===== src/rtl/fsm_pkg.sv =====
`default_nettype none
// ============================================================================
// Module   : fsm_pkg
// Purpose  : Shared types and helper functions for the step/ring FSM.
//            - dir_t    : step direction (backward / forward)
//            - step_t   : result of one ring step (next index + wrap flag)
//            - next_idx : modulo step with explicit wrap detection
//            - encode_y : binary or one-hot encoding of a state index
// Revision : 1.0 - initial release
// ============================================================================
package fsm_pkg;

  // Ring indices never exceed 16 states, so 4 bits always hold an index.
  localparam int c_IDX_W = 4;
  localparam int c_Y_W   = 16;

  typedef enum logic {
    DIR_BWD = 1'b0,
    DIR_FWD = 1'b1
  } dir_t;

  typedef struct packed {
    logic [c_IDX_W-1:0] idx;
    logic               wrap;
  } step_t;

  // Step one position around a ring of n states. The wrap is found by
  // comparison rather than by overflow so non-power-of-2 rings never
  // produce an index equal to n.
  function automatic step_t next_idx(input logic [c_IDX_W-1:0] idx,
                                     input dir_t               dir,
                                     input logic [c_IDX_W:0]   n);
    step_t              r;
    logic [c_IDX_W:0]   last;
    last   = n - (c_IDX_W+1)'(1);
    r.wrap = 1'b0;
    if (dir == DIR_FWD) begin
      if ({1'b0, idx} == last) begin
        r.idx  = '0;
        r.wrap = 1'b1;
      end else begin
        r.idx = idx + c_IDX_W'(1);
      end
    end else begin
      if (idx == '0) begin
        r.idx  = last[c_IDX_W-1:0];
        r.wrap = 1'b1;
      end else begin
        r.idx = idx - c_IDX_W'(1);
      end
    end
    return r;
  endfunction

  // Binary index (zero-extended) or one-hot vector of the index.
  function automatic logic [c_Y_W-1:0] encode_y(input logic [c_IDX_W-1:0] idx,
                                                input logic               onehot);
    if (onehot) begin
      return c_Y_W'(1) << idx;
    end else begin
      return c_Y_W'(idx);
    end
  endfunction

endpackage : fsm_pkg
`default_nettype wire


===== src/rtl/fsm_idle_timer.sv =====
`default_nettype none
// ============================================================================
// Module   : fsm_idle_timer
// Purpose  : Saturating idle counter with synchronous clear and an expire
//            pulse. expire_o is asserted combinationally on the stalled cycle
//            in which the count already stands at TIMEOUT-1; the counter then
//            clears itself.
// Ports    : clk_i    - rising-edge clock
//            rst_ni   - asynchronous active-low reset
//            clr_i    - clear the count
//            inc_i    - count one idle cycle
//            expire_o - idle limit reached on this cycle
// Revision : 1.0 - initial release
// ============================================================================
module fsm_idle_timer #(
  parameter int TIMEOUT = 8
) (
  input  logic clk_i,
  input  logic rst_ni,
  input  logic clr_i,
  input  logic inc_i,
  output logic expire_o
);

  localparam int              c_CW   = (TIMEOUT > 1) ? $clog2(TIMEOUT) : 1;
  localparam logic [c_CW-1:0] c_LAST = c_CW'(TIMEOUT - 1);

  logic [c_CW-1:0] cnt_q;

  assign expire_o = inc_i && (cnt_q == c_LAST);

  always_ff @(posedge clk_i or negedge rst_ni) begin
    if (!rst_ni) begin
      cnt_q <= '0;
    end else if (clr_i || expire_o) begin
      cnt_q <= '0;
    end else if (inc_i && (cnt_q != c_LAST)) begin
      cnt_q <= cnt_q + c_CW'(1);
    end
  end

endmodule : fsm_idle_timer
`default_nettype wire


===== src/rtl/fsm_step_ring.sv =====
`default_nettype none
// ============================================================================
// Module   : fsm_step_ring
// Purpose  : Parametrised step/ring state machine. Walks NUM_STATES states in
//            a ring; state k advances when i_i[k] is high, in the direction
//            given by dir_i, unless hold_i freezes it. y_o shows the state as
//            a binary index or one-hot vector; wrap_o pulses on a ring wrap.
//            Optional feature macro: FSM_TIMEOUT_EN - forces a return to
//            state 0 after TIMEOUT consecutive stalled cycles and pulses
//            timeout_o. Without it, timeout_o is tied low.
// Ports    : clk_i     - rising-edge clock
//            rst_ni    - asynchronous active-low reset
//            i_i       - per-state advance conditions
//            dir_i     - 1: forward, 0: backward
//            hold_i    - freeze state (overrides i_i)
//            y_o       - registered state encoding
//            wrap_o    - registered one-cycle wrap pulse
//            timeout_o - registered one-cycle forced-return pulse
// Revision : 1.0 - initial release
// ============================================================================
module fsm_step_ring
  import fsm_pkg::*;
#(
  parameter int NUM_STATES = 4,
  parameter int YW         = 4,
  parameter int ONEHOT     = 0,
  parameter int TIMEOUT    = 8
) (
  input  logic                  clk_i,
  input  logic                  rst_ni,
  input  logic [NUM_STATES-1:0] i_i,
  input  logic                  dir_i,
  input  logic                  hold_i,
  output logic [YW-1:0]         y_o,
  output logic                  wrap_o,
  output logic                  timeout_o
);

  localparam int                 c_SW    = (NUM_STATES > 1) ? $clog2(NUM_STATES) : 1;
  localparam logic [YW-1:0]      c_Y_RST = (ONEHOT != 0) ? YW'(1) : '0;
  localparam logic [c_IDX_W:0]   c_N     = (c_IDX_W+1)'(NUM_STATES);

  logic [c_SW-1:0] s_q, s_d;
  logic [YW-1:0]   y_q, y_d;
  logic            wrap_q, wrap_d;
  logic            timeout_q;

  logic            w_cond;
  logic            w_adv;
  logic            w_expire;
  step_t           w_step;

  // Only the condition bit of the current state matters.
  assign w_cond = i_i[s_q];
  assign w_adv  = !hold_i && w_cond;
  assign w_step = next_idx(c_IDX_W'(s_q), dir_t'(dir_i), c_N);

`ifdef FSM_TIMEOUT_EN
  logic w_stall;

  // A stall is a non-held, non-advancing cycle away from state 0; anything
  // else restarts the idle count.
  assign w_stall = !hold_i && !w_cond && (s_q != '0);

  fsm_idle_timer #(
    .TIMEOUT (TIMEOUT)
  ) u_idle_timer (
    .clk_i    (clk_i),
    .rst_ni   (rst_ni),
    .clr_i    (!w_stall),
    .inc_i    (w_stall),
    .expire_o (w_expire)
  );
`else
  logic w_unused_timeout_cfg;

  assign w_unused_timeout_cfg = (TIMEOUT > 0);
  assign w_expire             = 1'b0;
`endif

  always_comb begin
    s_d    = s_q;
    wrap_d = 1'b0;
    if (w_expire) begin
      s_d = '0;
    end else if (w_adv) begin
      s_d    = c_SW'(w_step.idx);
      wrap_d = w_step.wrap;
    end
    // y is encoded from the next state so it lines up with s after the edge.
    y_d = YW'(encode_y(c_IDX_W'(s_d), ONEHOT != 0));
  end

  always_ff @(posedge clk_i or negedge rst_ni) begin
    if (!rst_ni) begin
      s_q       <= '0;
      y_q       <= c_Y_RST;
      wrap_q    <= 1'b0;
      timeout_q <= 1'b0;
    end else begin
      s_q       <= s_d;
      y_q       <= y_d;
      wrap_q    <= wrap_d;
      timeout_q <= w_expire;
    end
  end

  assign y_o       = y_q;
  assign wrap_o    = wrap_q;
  assign timeout_o = timeout_q;

endmodule : fsm_step_ring
`default_nettype wire


===== config.mk =====
export PLATFORM = sky130hd
export DESIGN_NAME = fsm_step_ring
export DESIGN_NICKNAME = d
export VERILOG_FILES = /design/src/rtl/fsm_pkg.sv /design/src/rtl/fsm_idle_timer.sv /design/src/rtl/fsm_step_ring.sv
export SDC_FILE = /design/constraint.sdc
export NUM_CORES = 1
export LEC_CHECK = 0
export ABC_AREA = 1
export CORE_AREA = 5 5 42 44
export CTS_CLUSTER_SIZE = 28
export DETAILED_ROUTE_END_ITERATION = 12
export DIE_AREA = 0 0 47 49
export DONT_BUFFER_PORTS = 1
export GPL_TIMING_DRIVEN = 0
export MAX_ROUTING_LAYER = met4
export PLACE_DENSITY_LB_ADDON = 0.05
export SYNTH_ARGS = -nofsm -noshare
export SYNTH_HDL_FRONTEND = slang
export SYNTH_SLANG_ARGS = --single-unit

===== constraint.sdc =====
create_clock -name clk_i -period 1.35 [get_ports clk_i]
set_input_delay 0.2025 -clock clk_i [delete_from_list [all_inputs] [get_ports clk_i]]
set_output_delay 0.2025 -clock clk_i [all_outputs]
set_load 0.02 [all_outputs]

# Yosys cells after proc, flatten, opt, wreduce, memory -nomap -nowiden
# Index checks and enable logic that the tools add are counted.
# word_totals
ff_bits	3
inputBits	8
out_inout_bits	6
wordCells	18
# op_classes
addsub	2
n_lt_le_gt_ge	1
n_eq_ne	1
muxes	9
n_reduce_logical	3
# ops
op	count
$mux 2	3
$mux 1	4
$lt 2x3->1 const B	1
$mux 3	1
$add 2x1->2 const B	1
$bmux 1 s2	1
$eq 2x2->1 const B	1
$logic_not 2->1	1
$sub 2x1->2 const B	1
$logic_and 1x1->1	1
$logic_not 1->1	1

# Logic depth before layout (Yosys ltp)
# Gate-level depths: netlist (run 1).
# logic_depth
word_depth	4
mapped_depth	7
mapped_depth_nobuf	7

# Least setup slack after synthesis (run 1)
# Ideal clock, no wire load.
# synth_timing
path_type	reg-to-reg
from	register, netlist name y_o[0]
to	register y_q[1], in the netlist y_o[1]
setup_time_ps	121
t_arrival_ps	1122
t_required_ps	1229
path_slack_ps	107
path_stages_with_launch	6
cell_sequence	dfrtp_1 > inv_2 > ha_1 > xnor2_1 > nand3_1 > nand2_1
# synth_rtl
element	line_no	text
to (signal assigned)	fsm_step_ring.sv:97	y_q <= c_Y_RST;
to (signal assigned)	fsm_step_ring.sv:102	y_q <= y_d;
to (decl)	fsm_step_ring.sv:44	logic [YW-1:0] y_q, y_d;

==> results.md, run 1 <==
Route
• **via count** 198
• **detailed-route DRC error count** 0
• **count of TritonRoute iterations in the first routing pass** 2
• **DRT Wirelength** 547 µm
• **routed wirelength normalized by instance count** 9.77 µm
• **Via density** 3.54
• **number of nets with antenna violations after detailed routing** 0
• **count of routing violations after the opening detailed-route iteration** 2

Power
• **reported leakage power** 0.000179 µW
• **Power per Cell Area** 2110 nW/µm²
• **Max IR drop VDD** 338 µV
• **power after layout** 667 µW

Critical path
• **Crit Reg-Reg Endpoint** y_o[1]$_DFFE_PN0P_
• **worst setup path endpoint** y_o[1]$_DFFE_PN0P_
• **worst endpoint required time** 1460 ps
• **endpoint class of the critical path** register
• **setup slack of the worst register-to-register path** 100 ps
• **slowest cell on the critical path** sky130_fd_sc_hd__dfrtp_2
• **Register-to-Register Path Depth** 5
• **Worst R2R Start** y_o[0]$_DFFE_PN0P_
• **start point of the critical path** y_o[0]$_DFFE_PN0P_
• **CP Depth** 5
• **crit path kind** reg -> reg
• **arrival time at the worst endpoint** 1360 ps
• **longest individual stage delay on the worst path** 480 ps
• **ordered list of cells on the worst path** inv_2 -> ha_1 -> xnor2_1 -> nand3_1 -> nand2_1
• **top fanout value on the critical path** 6
• **Setup crit start kind** register
• **Buf+Inv Stages, Crit Path** 1
• **Top Family by Delay on Critical Path** flip-flops

Die
• **core outline area** 1400 µm²
• **Ports** 14
• **horizontal die dimension** 47 µm
• **DIE AREA** 2300 µm²
• **Initial Utilization** 17.8%
• **std cell rows** 14
• **vertical die dimension** 49 µm

Clock tree
• **root buffer cell** sky130_fd_sc_hd__clkbuf_4
• **H-tree depth** 1
• **TritonCTS clock tree** yes
• **Post-CTS Setup Bufs** 0
• **worst skew pair latency** 230 ps
• **CTS max path bufs** 2
• **clock tree sinks** 3
• **clock buffer count from CTS** 3
• **clock slew at the register clock pins of the worst setup and hold paths** 40 ps

Logic synthesis
• **synth cell count leaders** 7 x sky130_fd_sc_hd__nand2_1, 6 x sky130_fd_sc_hd__inv_1, 3 x sky130_fd_sc_hd__buf_4, 3 x sky130_fd_sc_hd__dfrtp_1
• **cell accounting for the most synthesized area** sky130_fd_sc_hd__dfrtp_1
• **most frequent cell after synthesis** sky130_fd_sc_hd__nand2_1
• **share of Yosys cell area claimed by the top area cell type** 30.2%
• **flops & latches, synth** 3
• **synthesized netlist cell count** 33
• **Synth warnings** 0
• **cell types occupying the most area after synthesis** sky130_fd_sc_hd__dfrtp_1 30%, sky130_fd_sc_hd__nand2_1 11%, sky130_fd_sc_hd__ha_1 10%
• **async set-reset flop share out of synthesis** 100%
• **Post-Synthesis Cell Area** 249 µm²
• **flip-flop cell with the highest count after synthesis** sky130_fd_sc_hd__dfrtp_1
• **number of enable-type register cells in the synthesized netlist** 0
• **number of different library cells in the post-synthesis netlist** 14
• **Mapped Avg Cell Area** 7.55 µm²
• **share of the yosys chip area belonging to registers** 30.2%

Timing
• **final critical delay including setup and external delays** 1250 ps
• **achievable frequency** 0.801 GHz
• **final slew viol count** 0
• **final setup skew** 2.46 ps
• **RSZ-0062 raised after global routing** no
• **share of the cycle needed by the critical path after routing** 92.5%
• **final number of hold-violating endpoints** 0
• **setup violation total in the final timing report** 0

Final layout
• **count of non-filler cells in the finished layout** 56
• **share of post-route cells with drive strength above 1** 32.5%
• **number of filler cells placed in the layout** 177
• **layout overhead on the synthesized area** 26.6%
• **final core utilization** 22.5%
• **number of antenna cells inserted** 0
• **net total in the final layout** 51

Global routing
• **wire length of the first global-routing pass** 938 µm
• **grt ovf** 0
• **number of global-route vias before repair** 238
• **antenna violations before repair** 0
• **maximum number of pins on one net before global-route repair** 7
• **All-Layer GR Usage** 6.57%

Placed design
• **number of input and output port buffers inserted** 0
• **detailed placement HPWL** 445 µm
• **number of cells after detailed placement** 51
• **weighted congestion reported at the end of routability-driven placement** 0.653

Status
• **result of the run** finished clean

Worst hold path
• **classification of the worst-slack hold path** in -> reg

Run
• **total of max-cap violations** 0

-- metal layers --
layer	share of wire [%]	GRT usage, %
met5	0	-
met4	0	8.29
met3	12	4.43
met2	50	7.69
met1	37	5.92
-- worst reg2reg max path, stage by stage, from the launching register on --
cell and delay (ps):
sky130_fd_sc_hd__dfrtp_2 480, sky130_fd_sc_hd__inv_2 90, sky130_fd_sc_hd__ha_1 310, sky130_fd_sc_hd__xnor2_1 130, sky130_fd_sc_hd__nand3_1 80, sky130_fd_sc_hd__nand2_1 50
-- state kept, by name, summed over array words and instances (netlist names) --
register,flops
wrap_o,1
y_o,2
-- where the power goes --
| part | leakage [µW] | switching [µW] | internal, µW |
|---|---|---|---|
| logic | 0.000129 | 147 | 117 |
| registers | 0.0000354 | 110 | 135 |
| clock network | 0.0000150 | 47.2 | 111 |
-- final cells by class --
type / count / area, µm² / area share (%)
buffer: 3 / 22.5 / 7.14
clock buffer: 4 / 26.3 / 8.33
inverter: 7 / 26.3 / 8.33
multi-input combinational: 22 / 133 / 42.1
sequential: 3 / 77.6 / 24.6
tap: 16 / 20.0 / 6.35
timing repair buffer: 1 / 10.0 / 3.17
-- worst min-delay path by stage --
stage,from,end,slack [ps],depth (start not counted)
4_1_cts,hold_i,y_o[1]$_DFFE_PN0P_,130,2
3_5_place_dp,rst_ni,wrap_o$_DFF_PN0_,-90,0
2_1_floorplan,rst_ni,wrap_o$_DFF_PN0_,-90,0
3_3_place_gp,rst_ni,y_o[1]$_DFFE_PN0P_,-90,0
5_1_grt,hold_i,y_o[1]$_DFFE_PN0P_,140,2
6_report,hold_i,y_o[1]$_DFFE_PN0P_,130,2
-- layout by cell type, fill, tap and decap left out, drive strengths merged --
cell | synthesis | routed
dfrtp | 3 | 3
nand2 | 9 | 9
clkbuf | 0 | 4
buf | 3 | 3
conb | 1 | 3
nor2 | 1 | 1
ha | 2 | 2
dlygate4sd3 | 0 | 1
o21ai | 1 | 1
nand3 | 4 | 4
inv | 7 | 7
mux2i | 1 | 1
xnor2 | 1 | 1
-- stage by stage --
stage          hold WS, ps  area [µm²]  worst slack (ps)  TNS (ps)
6_report               133         315               101         0
5_1_grt                138         315              5.22         0
4_1_cts                129         315              75.7         0
3_5_place_dp         -93.0         277             -34.6     -34.6
3_3_place_gp         -93.0         277             -37.3     -37.3
2_1_floorplan        -93.1         256               107         0
-- timing repair --
action / 4_1_cts / 5_1_grt
endpoints found under the hold margin: 3 / 0
setup endpoints to repair: 1 / 0
hold buffers: 1 / 0
gates resized for setup: 2 / 0
-- kinds of logic (layout without fill, tap and decap cells) --
family	after synthesis	in the layout	synth area share [%]
other	1	3	1.51
xor gates and xnor gates	1	1	3.52
adders and majority gates	2	2	10.0
DFF	3	3	30.1
AOI/OAI and AO/OA	1	1	2.01
and+or+nand+nor	14	14	29.1
buffers and inverters	10	15	19.6
muxes	1	1	4.02
Power figures use the tool's default switching activity.
==> run 2, diff against run 1 <==
- CORE_AREA: 5 5 42 44 -> 2 2 39 41
- DIE_AREA: 0 0 47 49 -> 0 0 41 43
==> results.md, run 2 (synthesized netlist as in run 1, its figures left out) <==
Status
• **result of the run** finished clean

Critical path
• **Worst R2R Start** y_o[0]$_DFFE_PN0P_
• **Crit Reg-Reg Endpoint** y_o[1]$_DFFE_PN0P_
• **worst endpoint required time** 1460 ps, about the same
• **arrival time at the worst endpoint** 1360 ps, about the same
• **Setup crit start kind** register
• **setup slack of the worst register-to-register path** 110 ps, about the same
• **endpoint class of the critical path** register
• **Register-to-Register Path Depth** 5, unchanged
• **top fanout value on the critical path** 6, unchanged
• **crit path kind** reg -> reg

Global routing
• **All-Layer GR Usage** 8.30%, +1.7 points
• **antenna violations before repair** 0, unchanged
• **maximum number of pins on one net before global-route repair** 7, unchanged
• **wire length of the first global-routing pass** 869 µm, -7.4%
• **number of global-route vias before repair** 203, -15%
• **grt ovf** 0, unchanged

Route
• **number of nets with antenna violations after detailed routing** 0, unchanged
• **detailed-route DRC error count** 0, unchanged
• **count of TritonRoute iterations in the first routing pass** 1, -1
• **DRT Wirelength** 511 µm, -6.6%
• **via count** 194, -2.0%
• **count of routing violations after the opening detailed-route iteration** 0, -2
• **routed wirelength normalized by instance count** 9.13 µm, -6.6%
• **Via density** 3.46, -2.0%

Power
• **Power per Cell Area** 2130 nW/µm², +0.85%
• **power after layout** 678 µW, +1.7%
• **reported leakage power** 0.000180 µW, +0.20%
• **Max IR drop VDD** 278 µV, -18%

Timing
• **final slew viol count** 0, unchanged
• **setup violation total in the final timing report** 0, unchanged
• **RSZ-0062 raised after global routing** no
• **final number of hold-violating endpoints** 0, unchanged
• **final critical delay including setup and external delays** 1240 ps, -3.92 ps
• **achievable frequency** 0.803 GHz, +0.32%
• **share of the cycle needed by the critical path after routing** 92.2%, -0.29 points
• **final setup skew** 0.547 ps, -1.91 ps

Clock tree
• **H-tree depth** 1, unchanged
• **TritonCTS clock tree** yes
• **clock buffer count from CTS** 3, unchanged
• **CTS max path bufs** 2, unchanged
• **clock slew at the register clock pins of the worst setup and hold paths** 40 ps, about the same
• **root buffer cell** sky130_fd_sc_hd__clkbuf_4
• **clock tree sinks** 3, unchanged
• **worst skew pair latency** 230 ps, about the same

Worst hold path
• **worst hold stages** 2, unchanged
• **terminating pin of the worst hold path** y_o[1]$_DFFE_PN0P_
• **classification of the worst-slack hold path** in -> reg
• **startpoint of the lowest-slack hold path** hold_i

Final layout
• **number of antenna cells inserted** 0, unchanged
• **net total in the final layout** 51, unchanged
• **commonest non-fill, non-tap cell in the layout** sky130_fd_sc_hd__nand2_1
• **layout overhead on the synthesized area** 27.6%
• **commonest cells after routing, fill and taps aside** 7 x sky130_fd_sc_hd__nand2_1, 6 x sky130_fd_sc_hd__inv_1, 3 x sky130_fd_sc_hd__buf_4, 3 x sky130_fd_sc_hd__conb_1, 3 x sky130_fd_sc_hd__clkbuf_4
• **number of filler cells placed in the layout** 161, -9.0%
• **Layout Cell Area excl Fill** 318 µm², +0.79%
• **final core utilization** 23.0%, +0.47 points
• **share of post-route cells with drive strength above 1** 32.5%, unchanged
• **Largest register FFs** 2, unchanged

Placed design
• **number of input and output port buffers inserted** 0, unchanged
• **weighted congestion reported at the end of routability-driven placement** 0.640, -2.1%
• **detailed placement HPWL** 416 µm, -6.5%
• **Post-Place Cell Area** 277 µm², unchanged

Die
• **horizontal die dimension** 41 µm, -13%
• **Initial Utilization** 18.0%, +0.22 points
• **DIE AREA** 1760 µm², -23%
• **std cell rows** 14, unchanged
• **Ports** 14, unchanged
• **core outline area** 1380 µm², -1.2%
• **vertical die dimension** 43 µm, -12%

Run
• **total of max-cap violations** 0, unchanged

[run 2: worst max-delay path, stage by stage (launching register included)]
cell and delay (ps):
sky130_fd_sc_hd__dfrtp_2 500, sky130_fd_sc_hd__inv_4 70, sky130_fd_sc_hd__ha_1 310, sky130_fd_sc_hd__xnor2_1 130, sky130_fd_sc_hd__nand3_1 80, sky130_fd_sc_hd__nand2_1 50
[run 2: layout make-up]
type	instances	area, µm²	share of cell area, %
inverter	7	28.8	9.06
multi-input combinational	22	133	41.7
sequential	3	77.6	24.4
tap	16	20.0	6.30
clock buffer	4	26.3	8.27
buffer	3	22.5	7.09
timing repair buffer	1	10.0	3.15
[run 2: routing by layer]
metal  global-route usage [%]  share of wire, %  up-vias
li1                         -                 -      107
met1                     9.52                42       78
met3                     3.14               8.2        0
met5                        -                 0        -
met2                     10.3                49        9
met4                     8.00                 0        0
[run 2: what timing repair did]
| action | CTS | global route |
|---|---|---|
| endpoints found under the setup margin | 1 | 1 |
| gates resized for setup | 2 | 1 |
| buffers inserted | 0 | 0 |
| hold buffers | 1 | 0 |
| hold endpoints to repair | 3 | 0 |
[run 2: stage by stage]
stage	std cells	setup TNS, ps	hold WS (ps)	setup slack [ps]
6_report	56	0	132	105
2_1_floorplan	35	0	-93.1	107
5_1_grt	56	0	148	13.6
3_5_place_dp	51	-56.2	-93.0	-56.2
3_3_place_gp	51	-51.6	-93.0	-51.6
4_1_cts	56	0	127	66.2
[run 2: worst max path at each step]
stage                       startpoint                  to  cells after the start
floorplan           y_o[0]$_DFFE_PN0P_  y_o[1]$_DFFE_PN0P_                      5
global placement    y_o[0]$_DFFE_PN0P_  y_o[1]$_DFFE_PN0P_                      5
detailed placement  y_o[0]$_DFFE_PN0P_  y_o[1]$_DFFE_PN0P_                      5
finish              y_o[0]$_DFFE_PN0P_  y_o[1]$_DFFE_PN0P_                      5
CTS                 y_o[0]$_DFFE_PN0P_  y_o[1]$_DFFE_PN0P_                      5
global route        y_o[0]$_DFFE_PN0P_  y_o[1]$_DFFE_PN0P_                      5
[run 2: power breakdown]
| group | internal [µW] | switching [µW] | leakage (µW) |
|---|---|---|---|
| Combinational | 120 | 151 | 0.000129 |
| Clock | 111 | 43.4 | 0.0000150 |
| Sequential | 135 | 118 | 0.0000354 |
| Total | 365 | 313 | 0.000180 |
==> run 3, diff against run 2 <==
- RECOVER_POWER: unset -> 25
==> results of run 3 <==
Final layout, timing and power as in run 2 (identical DEF).
